File: src/rtl/mem_port_arbiter.sv
// Arbitrates the single byte-RAM port between instruction fetch and data access, with ack/err and a completion timeout.
// Optional alignment rejection is enabled by defining MEM_ARB_ALIGN_CHECK_EN.
`timescale 1ns/1ps
module mem_port_arbiter #(
  parameter int ADDR_W  = 9,
  parameter int DATA_W  = 32,
  parameter int TIMEOUT = 15
) (
  input  logic              Clk,
  input  logic              ResetN,
  input  logic              ifReq,
  input  logic [ADDR_W-1:0] ifAddr,
  output logic              ifAck,
  output logic              ifErr,
  output logic [DATA_W-1:0] ifData,
  input  logic              dReq,
  input  logic              dRW,
  input  logic [ADDR_W-1:0] dAddr,
  input  logic [1:0]        dSize,
  input  logic [DATA_W-1:0] dWData,
  output logic              dAck,
  output logic              dErr,
  output logic [DATA_W-1:0] dRData,
  output logic              busy,
  output logic              memFuncActive,
  output logic              readWrite,
  output logic [ADDR_W-1:0] address,
  output logic [DATA_W-1:0] dataIn,
  output logic [1:0]        dataSize,
  input  logic              memFuncComplete,
  input  logic [DATA_W-1:0] dataOut
);

  localparam int CNT_W = $clog2(TIMEOUT + 1);
  localparam logic [CNT_W-1:0] CNT_LAST = CNT_W'(TIMEOUT - 1);

  typedef enum logic [2:0] {IDLE, ISSUE, WAIT, RESP, REJ} state_t;

  state_t            state;
  state_t            nextState;
  logic              ownerData;
  logic              rwQ;
  logic              errQ;
  logic [ADDR_W-1:0] addrQ;
  logic [1:0]        sizeQ;
  logic [DATA_W-1:0] wdataQ;
  logic [CNT_W-1:0]  cnt;

  logic              grantReq;
  logic [ADDR_W-1:0] selAddr;
  logic [1:0]        selSize;
  logic              misaligned;
  logic              reject;
  logic              timedOut;
  logic              waitDone;

  // Data port wins over fetch; fetch is always a word read.
  always_comb begin
    grantReq = dReq | ifReq;
    selAddr  = dReq ? dAddr : ifAddr;
    selSize  = dReq ? dSize : 2'b11;
`ifdef MEM_ARB_ALIGN_CHECK_EN
    misaligned = ((selSize == 2'b11) && (selAddr[1:0] != 2'b00)) ||
                 ((selSize == 2'b01) && selAddr[0]);
`else
    misaligned = 1'b0;
`endif
    reject   = (selSize == 2'b10) || misaligned;
    timedOut = !memFuncComplete && (cnt == CNT_LAST);
    waitDone = memFuncComplete || timedOut;
  end

  always_comb begin
    nextState = state;
    case (state)
      IDLE:    if (grantReq) nextState = reject ? REJ : ISSUE;
      ISSUE:   nextState = WAIT;
      WAIT:    if (waitDone) nextState = RESP;
      RESP:    nextState = IDLE;
      REJ:     nextState = IDLE;
      default: nextState = IDLE;
    endcase
  end

  always_ff @(posedge Clk or negedge ResetN) begin
    if (!ResetN) state <= IDLE;
    else         state <= nextState;
  end

  // memFuncComplete is only looked at in WAIT, so a stale level left over in ISSUE is ignored.
  always_ff @(posedge Clk or negedge ResetN) begin
    if (!ResetN) begin
      ownerData <= 1'b0;
      rwQ       <= 1'b0;
      errQ      <= 1'b0;
      addrQ     <= '0;
      sizeQ     <= '0;
      wdataQ    <= '0;
      cnt       <= '0;
      ifData    <= '0;
      dRData    <= '0;
    end else begin
      case (state)
        IDLE: begin
          if (grantReq) begin
            ownerData <= dReq;
            rwQ       <= dReq & dRW;
            addrQ     <= selAddr;
            sizeQ     <= selSize;
            wdataQ    <= dReq ? dWData : '0;
            errQ      <= reject;
          end
        end
        ISSUE: cnt <= '0;
        WAIT: begin
          if (waitDone) begin
            errQ <= timedOut;
            if (ownerData) dRData <= timedOut ? '0 : dataOut;
            else           ifData <= timedOut ? '0 : dataOut;
          end else begin
            cnt <= cnt + CNT_W'(1);
          end
        end
        default: ;
      endcase
    end
  end

  logic ackPhase;
  assign ackPhase      = (state == RESP) || (state == REJ);
  assign ifAck         = ackPhase && !ownerData;
  assign ifErr         = ifAck && errQ;
  assign dAck          = ackPhase && ownerData;
  assign dErr          = dAck && errQ;
  assign busy          = (state != IDLE);
  assign memFuncActive = (state == ISSUE) || (state == WAIT);
  assign readWrite     = rwQ;
  assign address       = addrQ;
  assign dataIn        = wdataQ;
  assign dataSize      = sizeQ;

endmodule
File: config.mk
export PLATFORM = sky130hd
export DESIGN_NAME = mem_port_arbiter
export DESIGN_NICKNAME = d
export VERILOG_FILES = /design/src/rtl/mem_port_arbiter.sv
export SDC_FILE = /design/constraint.sdc
export NUM_CORES = 1
export LEC_CHECK = 0
export ABC_AREA = 1
export CAP_MARGIN = 20
export CORE_ASPECT_RATIO = 1.1
export CORE_MARGIN = 5
export CORE_UTILIZATION = 45
export DETAILED_ROUTE_END_ITERATION = 10
export GPL_ROUTABILITY_DRIVEN = 0
export PLACE_DENSITY = 0.85
export SYNTH_ARGS = -nofsm -noshare
export SYNTH_HDL_FRONTEND = slang
export SYNTH_SLANG_ARGS = --single-unit
File: constraint.sdc
create_clock -name Clk -period 2.7 [get_ports Clk]
set_input_delay 0.405 -clock Clk [delete_from_list [all_inputs] [get_ports Clk]]
set_output_delay 0.405 -clock Clk [all_outputs]
set_load 0.01 [all_outputs]
==> impl_results.md <==
* Yosys cell types at 20
* Pwr Density at about 1200 nW/µm²
* Clk buf depth at 2
* Synth Area in XOR/XNOR at less than 1%
* H-tree levels at 4
* Routed Antenna Nets at 0
* Maximum vdd drop at 0.000613 V
* Leak pwr at ~3.4 nW
* Root Driver: clkbuf_16
* Core outline area at 10300 µm²
* Register area share after synthesis at 62.5%
* Asr flop ratio synth at 100%
* Remaining global-route overflow at 0
* Chip width at between 100 and 150 µm
* Post-Place Cell Area at 6850 µm²
* Final Cycle Share at 92.6%
* Fin. max-slew vios at 0
* Avg WL per Cell at about 15 µm
* Worst Setup Start Kind: flop
* Post-CTS setup buffer count at 0
* HPWL after DPL at 9710 µm
* Yosys reg bits at 117
* Clock transition at the registers of the reported paths at 0.06 ns
* Fin area at 7460 µm²
* Cts bufs inserted at 17
* Setup violators final at 0
* CP peak stage delay at 0.58 ns
* Min-delay worst type: in -> async
* Die area at ~13000 µm²
* DR pass1 iterations at 5
* Syn Nets at about 610
* Least-Margin Pin Slew at 0.727 ns
* Iter 0 DRT Violations at 235
* WP buf/inv at 1
* Syn avg cell area at between 9 and 10 µm²
* CTS tree: yes
* MaxCap Viol Count at 0
* Nets at 809
* Post-Syn Instances at 515
* Critical Path RT at 2.30 ns
* Initial antenna violation count at 0
* Initial Util at between 40% and 50%
* Yosys Warn Count at 0
* IO Port Bufs at 203
* Via/cell ratio at 4.95
* Crit path cell chain: nor2_1 > o21ai_1 > nor3_2 > clkdlybuf4s50_1
* Post-synthesis adder-cell area fraction at less than 1%
* Post-Layout Cell Count at between 800 and 900
* Critical Path End Type: output pin
* Placed insts at ~840
* Number of placement rows at 39
* Final setup skew at 0.0143 ns
* Worst-Skew Late Latency at slightly above 0.4 ns
* Crit-path slowest cell: clkdlybuf4s50_1
* Kind of critical path: reg -> out
* First-pass GRT wire length at approximately 21000 µm
* Io pins at just over 200
* CP top delay family: buffers and inverters
* Antenna diode count at 0
* Synth Area in Compound Gates at around an eighth
* Synthesized cell area at 4680 µm²
* Mux cell area share after synthesis at 0%
* RSZ-0062 raised after global routing: no
* Vias in the first global route at between 4000 and 5000
* Post-synth EDFFs at 0
* Layout cells sized above 1 at approximately 6.4%
* Achievable clock frequency at 400 MHz
* Post-Route WL at 13200 µm
* Ys flop type: dfrtp_1
* DRC Markers at 0
* Largest family of logic cells by synthesized area: simple AND/OR/NAND/NOR gates
* Final min period at between 2 and 2.5 ns
* Fillers at 742
* Peak fanout along the critical path at 5
* Total Routing Usage GR at between 20% and 30%
* Die H at ~120 µm
* Area grow syn2layout at 59.3%
* CTS sink cnt at 117
* Simple-gate share of the synthesized area at 20.3%
* Status: finished, final reports clean
* Fin. Hold Viols at 0
* Slew HR at 51.5%
* Vias at 4322
* Arr. time, crit path at 2.09 ns
* Largest net degree at the start of global routing at slightly above 90
* Setup TNS at 0 ns
cells by family after synthesis:
| kind of cell | Yosys count |
|---|---|
| compound gates | 115 |
| fa+ha+maj | 2 |
| simple gates | 238 |
| flops | 117 |
| xor+xnor | 1 |
| buf+inv | 42 |
flip-flops by register name, summed over array words and instances, names as in the netlist:
| signal | count |
|---|---|
| dataIn | 32 |
| dRData | 32 |
| readWrite | 1 |
| errQ | 1 |
| ownerData | 1 |
| dataSize | 2 |
| ifData | 32 |
| cnt | 4 |
| address | 9 |
| state | 3 |
routing by layer:
layer	vias up	global-route usage, %	routed length, µm
met4	0	9.12	226
met3	18	9.22	1370
met2	207	34.3	6170
met5	-	0	0
li1	2081	-	-
met1	2016	26.8	5470
stage by stage:
| step | hold WS (ns) | setup slack [ns] | total power, W | utilization [%] |
|---|---|---|---|---|
| global placement | 0.456 | 0.504 | 0.00632 | 66.5 |
| finish | 0.0174 | 0.200 | 0.00870 | 72.5 |
| CTS | 0.0312 | 0.0528 | 0.00879 | 72.4 |
| detailed placement | 0.467 | 0.368 | 0.00647 | 66.5 |
| global route | 0.0619 | 0.112 | 0.00927 | 72.5 |
| floorplan | 0.109 | 1.25 | 0.00440 | - |
layout make-up:
cell class / instances / area (µm²) / area share [%]
inverters: 12 / 45.0 / 0.603
multi-input cells: 356 / 1590 / 21.3
well taps: 143 / 179 / 2.40
clock inverters: 8 / 123 / 1.64
clock buffers: 24 / 482 / 6.45
repair buffers: 213 / 2120 / 28.4
flip-flops and latches: 117 / 2930 / 39.2
synthesized netlist by cell type, types with 2 or more instances:
library cell / count / area [µm²]
o31ai_1: 9 / 67.6
o21ai_0: 50 / 250
inv_1: 11 / 41.3
nand2_1: 189 / 709
nor3_1: 2 / 10.0
buf_2: 14 / 70.1
clkbuf_1: 16 / 60.1
nand3_2: 2 / 20.0
dfrtp_1: 117 / 2930
nor2_1: 31 / 116
nand3_1: 8 / 40.0
nand4_1: 2 / 12.5
ha_1: 2 / 25.0
o21ai_1: 56 / 280
what timing repair did:
| item | in CTS | in global routing |
|---|---|---|
| gates resized for setup | 0 | 3 |
| endpoints found under the setup margin | 0 | 2 |
| hold buffers | 0 | 0 |
power by group:
part           internal (W)  leakage [nW]  switching (W)
Clock               0.00152         0.286       0.000740
Combinational       0.00183          1.63        0.00161
Sequential          0.00254          1.49       0.000468
layout by cell type (no fill, tap or decap), drive strengths merged, types with 2 or more instances in the layout:
| master | instances |
|---|---|
| clkinvlp | 3 |
| dfrtp | 117 |
| o21ai | 106 |
| bufinv | 3 |
| inv | 12 |
| nor3 | 2 |
| nor2 | 32 |
| o31ai | 9 |
| nand4 | 2 |
| clkdlybuf4s50 | 202 |
| nand3 | 11 |
| nand2 | 190 |
| buf | 11 |
| clkbuf | 24 |
| ha | 2 |
| clkinv | 2 |
path summary, 6_finish.rpt:
check | to | slack (ns) | start | depth (start not counted)
worst max-delay path | ifErr | 0.20 | state[1]$_DFFE_PN0P_ | 4
worst min register to register | dataIn[21]$_DFFE_PN0P_ | 0.48 | dataIn[21]$_DFFE_PN0P_ | 2
min in group Clk | dataIn[21]$_DFFE_PN0P_ | 0.48 | dataIn[21]$_DFFE_PN0P_ | 2
max in group asynchronous | dRData[24]$_DFFE_PN0P_ | 1.94 | ResetN | 2
worst min-delay path | ownerData$_DFFE_PN0P_ | 0.02 | ResetN | 1
worst max register to register | ifData[23]$_DFFE_PN0P_ | 0.68 | cnt[0]$_DFFE_PN0P_ | 8
Note: power is estimated with default switching activity, not from simulation.
